==> config.mk <==
export PLATFORM = sky130hd
export DESIGN_NAME = mac_operand_splitter
export DESIGN_NICKNAME = d
export VERILOG_FILES = /design/src/rtl/mac_operand_splitter_pkg.sv /design/src/rtl/mac_split_fifo2.sv /design/src/rtl/mac_operand_splitter.sv
export SDC_FILE = /design/constraint.sdc
export NUM_CORES = 1
export LEC_CHECK = 0
export ABC_CLOCK_PERIOD_IN_PS = 2100
export CAP_MARGIN = 30
export CORE_MARGIN = 2
export CORE_UTILIZATION = 46
export CTS_BUF_LIST = sky130_fd_sc_hd__clkbuf_16
export CTS_CLUSTER_DIAMETER = 120
export DETAILED_ROUTE_END_ITERATION = 16
export PLACE_DENSITY = 0.78
export RECOVER_POWER = 100
export SLEW_MARGIN = 20
export SYNTH_ARGS = -nofsm -noshare
export SYNTH_HDL_FRONTEND = slang
export SYNTH_SLANG_ARGS = --single-unit
==> constraint.sdc <==
create_clock -name clk -period 2.1 [get_ports clk]
set_clock_uncertainty 0.1 [all_clocks]
set_input_delay 0.21 -clock clk [delete_from_list [all_inputs] [get_ports clk]]
set_output_delay 0.21 -clock clk [all_outputs]
set_load 0.005 [all_outputs]
==> src/rtl/mac_operand_splitter_pkg.sv <==
// mac_operand_splitter_pkg
// Shared constants for the MAC operand splitter front end:
//   - default widths for the config bus, lane slices and wide operands
//   - lane count (always four multiplier lanes)
//   - mode encodings carried in cfg[1:0]
//   - a small helper that tells whether a mode may enter the FIFO
package mac_operand_splitter_pkg;

    localparam int MAC_CONF_WIDTH_DEF = 3;
    localparam int MAC_MIN_WIDTH_DEF  = 8;
    localparam int MAC_LANES          = 4;

    typedef enum logic [1:0] {
        MAC_SINGLE  = 2'b00,
        MAC_DUAL    = 2'b01,
        MAC_QUAD    = 2'b10,
        MAC_ILLEGAL = 2'b11
    } mac_mode_e;

    // Only the illegal encoding is refused; every other mode is stored.
    function automatic logic mac_mode_legal(input logic [1:0] mode);
        return mode != MAC_ILLEGAL;
    endfunction

endpackage

==> src/rtl/mac_split_fifo2.sv <==
// mac_split_fifo2
// Generic two-entry valid/ready FIFO with 1-bit wrap-around pointers.
// Ports:
//   clk, rst       clock and synchronous active-high reset (clears entries)
//   en             global enable; low suppresses both push and pop
//   in_valid/in_ready/in_data     write side; in_ready depends only on count
//   out_valid/out_ready/out_data  read side; out_data is the head entry
module mac_split_fifo2 #(
    parameter int DATA_W = 8
) (
    input  logic              clk,
    input  logic              rst,
    input  logic              en,
    input  logic              in_valid,
    output logic              in_ready,
    input  logic [DATA_W-1:0] in_data,
    output logic              out_valid,
    input  logic              out_ready,
    output logic [DATA_W-1:0] out_data
);

    logic [DATA_W-1:0] mem_q [2];
    logic [DATA_W-1:0] mem_d [2];
    logic              wr_ptr_q, wr_ptr_d;
    logic              rd_ptr_q, rd_ptr_d;
    logic [1:0]        count_q, count_d;
    logic              push, pop;

    assign in_ready  = (count_q != 2'd2);
    assign out_valid = (count_q != 2'd0);
    assign out_data  = mem_q[rd_ptr_q];
    assign push      = en & in_valid & in_ready;
    assign pop       = en & out_valid & out_ready;

    // Next-state: write at wr_ptr, advance pointers, net count change.
    always_comb begin
        mem_d    = mem_q;
        wr_ptr_d = wr_ptr_q;
        rd_ptr_d = rd_ptr_q;
        count_d  = count_q;
        if (push) begin
            mem_d[wr_ptr_q] = in_data;
            wr_ptr_d        = ~wr_ptr_q;
        end
        if (pop) begin
            rd_ptr_d = ~rd_ptr_q;
        end
        case ({push, pop})
            2'b10:   count_d = count_q + 2'd1;
            2'b01:   count_d = count_q - 2'd1;
            default: count_d = count_q;
        endcase
    end

    // Reset clears the storage too, so the head reads as zero afterwards.
    always_ff @(posedge clk) begin
        if (rst) begin
            mem_q[0] <= '0;
            mem_q[1] <= '0;
            wr_ptr_q <= 1'b0;
            rd_ptr_q <= 1'b0;
            count_q  <= 2'd0;
        end else begin
            mem_q    <= mem_d;
            wr_ptr_q <= wr_ptr_d;
            rd_ptr_q <= rd_ptr_d;
            count_q  <= count_d;
        end
    end

endmodule

==> src/rtl/mac_operand_splitter.sv <==
// mac_operand_splitter
// Splits one wide A/B operand pair into four per-lane multiplier operand
// pairs according to cfg[1:0] (single/dual/quad), buffers up to two split
// beats, and tags each beat with the cfg it was accepted under.
// Ports:
//   clk, rst               clock, synchronous active-high reset
//   en                     global enable for both handshakes
//   cfg                    mode; 11 is illegal (beat dropped, err set)
//   in_valid/in_ready      upstream handshake, a_in/b_in wide operands
//   out_valid/out_ready    downstream handshake for the head beat
//   out_cfg                cfg captured with the head beat
//   lane_a0..3, lane_b0..3 per-lane multiplicand / multiplier
//   err                    sticky illegal-cfg flag
// Optional macro MAC_SPLIT_STATS_EN adds stat_single/stat_dual/stat_quad,
// 16-bit wrapping counts of popped beats per mode.
module mac_operand_splitter
    import mac_operand_splitter_pkg::*;
#(
    parameter int MAC_CONF_WIDTH = MAC_CONF_WIDTH_DEF,
    parameter int MAC_MIN_WIDTH  = MAC_MIN_WIDTH_DEF,
    parameter int MAC_ACC_WIDTH  = 4 * MAC_MIN_WIDTH
) (
    input  logic                      clk,
    input  logic                      rst,
    input  logic                      en,
    input  logic [MAC_CONF_WIDTH-1:0] cfg,
    input  logic                      in_valid,
    output logic                      in_ready,
    input  logic [MAC_ACC_WIDTH-1:0]  a_in,
    input  logic [MAC_ACC_WIDTH-1:0]  b_in,
    output logic                      out_valid,
    input  logic                      out_ready,
    output logic [MAC_CONF_WIDTH-1:0] out_cfg,
    output logic [MAC_ACC_WIDTH-1:0]  lane_a0,
    output logic [MAC_ACC_WIDTH-1:0]  lane_a1,
    output logic [MAC_ACC_WIDTH-1:0]  lane_a2,
    output logic [MAC_ACC_WIDTH-1:0]  lane_a3,
    output logic [MAC_MIN_WIDTH-1:0]  lane_b0,
    output logic [MAC_MIN_WIDTH-1:0]  lane_b1,
    output logic [MAC_MIN_WIDTH-1:0]  lane_b2,
    output logic [MAC_MIN_WIDTH-1:0]  lane_b3,
`ifdef MAC_SPLIT_STATS_EN
    output logic                      err,
    output logic [15:0]               stat_single,
    output logic [15:0]               stat_dual,
    output logic [15:0]               stat_quad
`else
    output logic                      err
`endif
);

    localparam int M      = MAC_MIN_WIDTH;
    localparam int A_BASE = MAC_LANES * M;
    localparam int DATA_W = MAC_CONF_WIDTH + MAC_LANES * (MAC_ACC_WIDTH + M);

    logic [MAC_ACC_WIDTH-1:0] split_a [MAC_LANES];
    logic [M-1:0]             split_b [MAC_LANES];
    logic [DATA_W-1:0]        push_data, head_data;
    logic                     cfg_legal;
    logic                     err_q, err_d;

    assign cfg_legal = mac_mode_legal(cfg[1:0]);

    // Operand split; illegal mode falls into the quad arm but is never stored.
    always_comb begin
        for (int i = 0; i < MAC_LANES; i++) begin
            split_b[i] = b_in[M*i +: M];
            split_a[i] = '0;
            case (mac_mode_e'(cfg[1:0]))
                MAC_SINGLE: split_a[i][M-1:0]   = a_in[M*i +: M];
                MAC_DUAL:   split_a[i][2*M-1:0] = a_in[2*M*(i/2) +: 2*M];
                default:    split_a[i]          = a_in;
            endcase
        end
    end

    assign push_data = {cfg,
                        split_a[3], split_a[2], split_a[1], split_a[0],
                        split_b[3], split_b[2], split_b[1], split_b[0]};

    // Illegal beats still see in_ready (they are consumed) but never write.
    mac_split_fifo2 #(.DATA_W(DATA_W)) u_fifo (
        .clk       (clk),
        .rst       (rst),
        .en        (en),
        .in_valid  (in_valid & cfg_legal),
        .in_ready  (in_ready),
        .in_data   (push_data),
        .out_valid (out_valid),
        .out_ready (out_ready),
        .out_data  (head_data)
    );

    assign out_cfg = head_data[DATA_W-1 -: MAC_CONF_WIDTH];
    assign lane_a3 = head_data[A_BASE + 3*MAC_ACC_WIDTH +: MAC_ACC_WIDTH];
    assign lane_a2 = head_data[A_BASE + 2*MAC_ACC_WIDTH +: MAC_ACC_WIDTH];
    assign lane_a1 = head_data[A_BASE + 1*MAC_ACC_WIDTH +: MAC_ACC_WIDTH];
    assign lane_a0 = head_data[A_BASE +: MAC_ACC_WIDTH];
    assign lane_b3 = head_data[3*M +: M];
    assign lane_b2 = head_data[2*M +: M];
    assign lane_b1 = head_data[1*M +: M];
    assign lane_b0 = head_data[0 +: M];

    // Sticky error: any accepted handshake carrying the illegal mode.
    always_comb begin
        err_d = err_q | (en & in_valid & in_ready & ~cfg_legal);
    end

    always_ff @(posedge clk) begin
        if (rst) begin
            err_q <= 1'b0;
        end else begin
            err_q <= err_d;
        end
    end

    assign err = err_q;

`ifdef MAC_SPLIT_STATS_EN
    logic        pop_fire;
    logic [15:0] stat_single_q, stat_single_d;
    logic [15:0] stat_dual_q, stat_dual_d;
    logic [15:0] stat_quad_q, stat_quad_d;

    assign pop_fire = en & out_valid & out_ready;

    // Count pops by the mode tag of the beat leaving; counters wrap.
    always_comb begin
        stat_single_d = stat_single_q;
        stat_dual_d   = stat_dual_q;
        stat_quad_d   = stat_quad_q;
        if (pop_fire) begin
            case (mac_mode_e'(out_cfg[1:0]))
                MAC_SINGLE: stat_single_d = stat_single_q + 16'd1;
                MAC_DUAL:   stat_dual_d   = stat_dual_q + 16'd1;
                MAC_QUAD:   stat_quad_d   = stat_quad_q + 16'd1;
                default:    ;
            endcase
        end
    end

    always_ff @(posedge clk) begin
        if (rst) begin
            stat_single_q <= 16'd0;
            stat_dual_q   <= 16'd0;
            stat_quad_q   <= 16'd0;
        end else begin
            stat_single_q <= stat_single_d;
            stat_dual_q   <= stat_dual_d;
            stat_quad_q   <= stat_quad_d;
        end
    end

    assign stat_single = stat_single_q;
    assign stat_dual   = stat_dual_q;
    assign stat_quad   = stat_quad_q;
`endif

endmodule

* Word-level counts from Yosys, hierarchy flattened
Index checks and enable logic that the tools add are counted.
Storage, ports and cells: bits in registers 331, output and inout bits 166
Cells by class: $add $sub $neg 2, magnitude comparators 3, eq/ne operators 5, mux-type cells 13, bitwise gates (word level) 14, reductions and logical operators 5
Operators by type and width (number):
- 163-bit two-way mux | 4
- 326-bit bitwise mux | 1
- 163-bit demux with 1-bit select | 1
- 8-bit one-hot mux with 2 select lines | 2
- 8-bit two-way mux | 3
- 16-bit two-way mux | 1
- 1-bit AND | 8
- 2-bit by 1-bit equality test with 1-bit output (second input constant) | 2
- 2-bit >= comparator (second input constant) | 2
- 2-bit inequality test (second input constant) | 2
- 1-bit NOT with 2-bit output | 2
- 2-bit one-hot mux with 2 select lines | 1
- 2-bit nonzero test | 2
- 1-bit NOT | 3
- 2-bit by 1-bit adder with 2-bit output (second input constant) | 1
- 2-bit equality test (second input constant) | 1
- 2-bit zero test | 1
- 2-bit by 1-bit less-than comparator with 1-bit output (second input constant) | 1
- 2-bit OR reduction | 1
- 2-bit by 1-bit subtractor with 2-bit output (second input constant) | 1
- 1-bit logical AND | 1
- 1-bit bitwise OR | 1

* Logic depth before layout (Yosys ltp)
depth in word-level cells 6, gate-level depth with buffers 10, depth with buffers taken out 7

* Modules after synthesis
Synthesis repeated with hierarchy kept, for this count alone.
Unflattened totals: cell total of the unflattened synthesis 1535, area total of the unflattened synthesis 16203.0 µm²
Modules (own cells, without submodules):
- mac_split_fifo2 | instances 1, cells an instance 1439, area an instance 15542.4 µm², sequential area each 6606.3 µm²
- mac_operand_splitter | instances 1, cells an instance 96, area an instance 660.6 µm², sequential area each 20.0 µm²

* Worst setup path after synthesis
Ideal clock, no wire load.
kind flip-flop to flip-flop, start register u_fifo.count_q[0], end register u_fifo.count_q[1], library setup time 70 ps, arrival time 1883 ps, slack 47 ps, cell stages (with the launch flop) 10, clock period less this slack 2053 ps, cells stage by stage dfxtp_1 nor2b_1 buf_6 inv_2 buf_2 buf_2 nand3_1 ha_1 or3_1 a21oi_1
RTL lines:
- start, declared | RTL line mac_split_fifo2.sv:26 | logic [1:0] count_q, count_d;
- start signal, assigned | RTL line mac_split_fifo2.sv:67 | count_q <= count_d;
- 2-bit inequality test * | RTL line mac_split_fifo2.sv:29 | assign in_ready = (count_q != 2'd2);
- via in_ready | RTL line mac_operand_splitter.sv:28 | output logic in_ready,
- 1-bit AND * | RTL line mac_split_fifo2.sv:32 | assign push = en & in_valid & in_ready;
- 2-bit by 1-bit equality test with 1-bit output / 2-bit equality test (equally long branches) | RTL line mac_split_fifo2.sv:48 | case ({push, pop})
- 2-bit one-hot mux with 2 select lines / 2-bit nonzero test (equally long branches)
Mark *: on every way through the listed nets, which the timed path passes. The rest lies on a longest branch. A chain may end at the register's enable or synchronous reset.

* Worst setup path after layout
start register u_fifo.rd_ptr_q, end output lane_a2[0]
Between the ends: word-level cells in the longest chain between the ends 4
RTL lines:
- start, declared | RTL line mac_split_fifo2.sv:25 | logic rd_ptr_q, rd_ptr_d;
- start signal, assigned | RTL line mac_split_fifo2.sv:66 | rd_ptr_q <= rd_ptr_d;
- 1-bit NOT with 2-bit output (not written as such) | RTL line mac_split_fifo2.sv:31 | assign out_data = mem_q[rd_ptr_q];
- 163-bit two-way mux (not written as such) (3 in series) | RTL line mac_split_fifo2.sv:31
- end, declared | RTL line mac_operand_splitter.sv:36 | output logic [MAC_ACC_WIDTH-1:0] lane_a2,
No other way between the ends. The select of a mux whose other input is x is not followed.

==> qor.yml <==
routing:
  drt-wirelength-per-cell_um: 22.1
  drtIter0Drc: 1232
  drc_errors: 0
  postRouteAntennaNets: 0
  vias: 10400
  drt_wl_total_um: 35100
  dr.pass1.iters: 5
  drt-vias-per-instance: 6.53
synthesis:
  syn_avg_cell_area_sq_um: 9.10
  synth-seq-cells: 203
  ys_top_cells_by_area: "dfxtp_1, mux2_2, o31ai_1, nand4_1, a21oi_1"
  yosys.area.top_type: "dfxtp_1"
  synth-warning-count: 0
  synthCells: 1167
  synth_top_area_share_pct: 38.3
  syn_nets: 1240
  netlist_area_sq_um: 10600
  ys_seq_area_share_pct: 38.3
  synth_cell_types: 44
  synth-edff-count: 0
  synthArstFlopShare_pct: 0
  synthFlopType: "dfxtp_1"
grt:
  grt_use_met2_pct: 43.0
  overflow: 0
  track_usage_pct: 27.0
  grt_pass1_vias: 9575
  use_met1_pct: 36.4
  antenna_found_initial: 0
  grt_util_met3_pct: 5.25
  busiest_layer: "met2"
  grt_max_degree: 111
  grt_pass1_wl_um: 53300
worst_setup_path:
  r2r_start: "u_fifo.count_q[0]$_SDFFE_PP0P_"
  worstPathRequired_ns: 1.79
  arrival_ns: 1.85
  critical_path.slowest_cell: "dfxtp_4"
  reg2reg_to: "u_fifo.mem_q[69]$_SDFFE_PP0P_"
  critPathMaxFanout: 6
  crit_path_cell_trace: "buf_8 > buf_12 > buf_4 > mux2_2 > clkdlybuf4s15_1"
  r2r_slack_ns: 0.12
  cpPeakStageDelay_ns: 0.40
  r2r_cells: 5
  start_kind: "flop"
  crit_path_end_kind: "primary output"
  critical_path_class: "reg -> out"
status:
  status: "complete, but fails checks"
  violations: "negative setup slack"
clock_network:
  htreeDepth: 1
  clk_latency_ns: 0.50
  tritoncts: "done"
  clockBufferDepth: 3
  cts-root-buf: "clkbuf_16"
  cts_made_buffers: 21
  clk_pin_slew_worst_paths_ns: 0.06
  cts_hold_buffers: 0
  cts_sinks: 203
floorplanning:
  ios: 238
  start_util_pct: 46.9
  core_sq_um: 22600
  dieArea_sq_um: 24300
  rows: 55
  die_w_um: 156
  chipHeight_um: 156
placement:
  portBuffers: 237
  hpwl_um: 20200
  pre_cts_ws_ns: 0.0205
  place.gp.congestion: 0.893
sta:
  layout_worst_path_cycle_share_pct: 103
  finalHoldViolations: 0
  min_period_ns: 2.16
  rsz0062_at_grt: "true"
  slew_headroom_pct: 60.4
  postLayoutSetupSlackWorst_ns: -0.0630
  fmax_ghz: 0.462
  final-setup-viol-count: 37
  finalMaxSlewViolations: 0
  worst_pin_slew_ns: 0.594
  final.setup.tns_ns: -0.731
hold_path:
  min_to: "u_fifo.mem_q[32]$_SDFFE_PP0P_"
  hold_class: "in -> reg"
  hold_depth: 2
  hold_start: "rst"
run:
  maxCapViolCount: 0
finish:
  area_growth_pct: 29.8
  drive_above_1_share_pct: 24.8
  fin_util_pct: 60.8
  nNetsFinal: 1361
  final.fill_count: 1893
pwr:
  powerDensity_nw_per_um2: 675
  leakage_nw: 5.15
  max-vdd-ir-drop_uv: 431
==> worst max path at each step <==
stage / startpoint / to / slack (ns)
3_3_place_gp: in_valid / u_fifo.count_q[1]$_SDFFE_PP0P_ / 0.06
5_1_grt: u_fifo.rd_ptr_q$_SDFFE_PP0P_ / lane_a2[0] / -0.09
6_report: u_fifo.rd_ptr_q$_SDFFE_PP0P_ / lane_a2[0] / -0.06
2_1_floorplan: u_fifo.count_q[0]$_SDFFE_PP0P_ / u_fifo.count_q[1]$_SDFFE_PP0P_ / 0.05
4_1_cts: u_fifo.rd_ptr_q$_SDFFE_PP0P_ / lane_b0[3] / -0.20
3_5_place_dp: cfg[0] / u_fifo.mem_q[309]$_SDFFE_PP0P_ / 0.02
==> routing by layer <==
| metal | share of wire (%) | vias to the layer above | wire length (um) |
|---|---|---|---|
| met4 | 3.3 | 0 | 1160 |
| met1 | 41 | 4999 | 14300 |
| li1 | - | 4683 | - |
| met3 | 9.6 | 82 | 3360 |
| met5 | 0 | - | 0 |
| met2 | 46 | 601 | 16300 |
==> final cells by class <==
class	instances	area, sq um	area share, %
Timing Repair Buffer	321	3150	22.8
Tap cell	285	357	2.59
Clock inverter	13	52.6	0.381
Sequential cell	203	4070	29.5
Clock buffer	22	551	4.00
Antenna cell	2	5.00	0.0363
Multi-Input combinational cell	739	5580	40.5
Inverter	2	12.5	0.0908
==> synthesized netlist by cell type (all sizes together), types with 16 or more instances <==
library cell / number
clkbuf: 84
a211oi: 32
a21oi: 136
mux2: 115
dfxtp: 203
buf: 139
o22ai: 16
mux2i: 16
nor4: 16
and2: 17
nand2b: 16
o31ai: 134
nor3: 18
a31oi: 49
nand4: 134
==> cells by family (layout without fill, tap and decap cells) <==
kind of cell / Yosys count / in the layout / share of synthesized area (%)
flip-flops: 203 / 203 / 38.3
AND/OR/NAND/NOR: 214 / 214 / 12.4
adder cells (fa/ha/maj): 1 / 1 / 0.118
other: 0 / 2 / 0
XOR/XNOR: 3 / 3 / 0.248
AO/OA/AOI/OAI: 390 / 390 / 24.2
buffers and inverters: 225 / 358 / 11.0
multiplexers: 131 / 131 / 13.7
==> report_power, final <==
part | total (mW) | internal (mW) | switching (mW)
Combinational | 1.85 | 0.836 | 1.01
Sequential | 4.06 | 3.98 | 0.0770
Clock | 3.40 | 1.87 | 1.53
Total | 9.31 | 6.69 | 2.61
==> critical path: cells and delay by family (launching register included) <==
| family | cells | cell delay, ns |
|---|---|---|
| muxes | 1 | 0.36 |
| DFF | 1 | 0.40 |
| buffers and inverters | 4 | 0.59 |
==> state kept, by name (all words and copies together) (netlist names) <==
name and cells:
err 1, u_fifo.count_q 2, u_fifo.mem_q 198, u_fifo.rd_ptr_q 1
u_fifo.wr_ptr_q 1
==> cells in the final DEF (no fill, tap or decap), types with 26 or more instances in the layout <==
cell type,count
clkbuf_2,39
a21oi_1,135
a31oi_1,49
mux2_2,72
clkdlybuf4s50_1,72
buf_2,26
buf_4,40
o31ai_1,134
nand4_1,134
a211oi_1,32
dlygate4sd2_1,40
dfxtp_1,202
clkdlybuf4s15_1,49
mux2_4,43
==> through the flow <==
stage | total power [mW] | hold WS, ns | std cells | area, sq um
after floorplan | 5.08 | 0.260 | 1167 | 10600
after global placement | 5.84 | 0.350 | 1517 | 12900
after detailed placement | 5.87 | 0.359 | 1517 | 12900
after CTS | 9.26 | 0.00141 | 1578 | 13700
after global routing | 9.60 | 0.0222 | 1585 | 13800
final | 9.31 | 0.0206 | 1587 | 13800
==> repair_timing <==
item                                    4_1_cts  5_1_grt
endpoints found under the setup margin      164      141
hold endpoints to repair                      0        0
setup buffers                                21        7
gates cloned                                  5        3
resized for setup                           343      124
(Power assumes the default switching activity.)
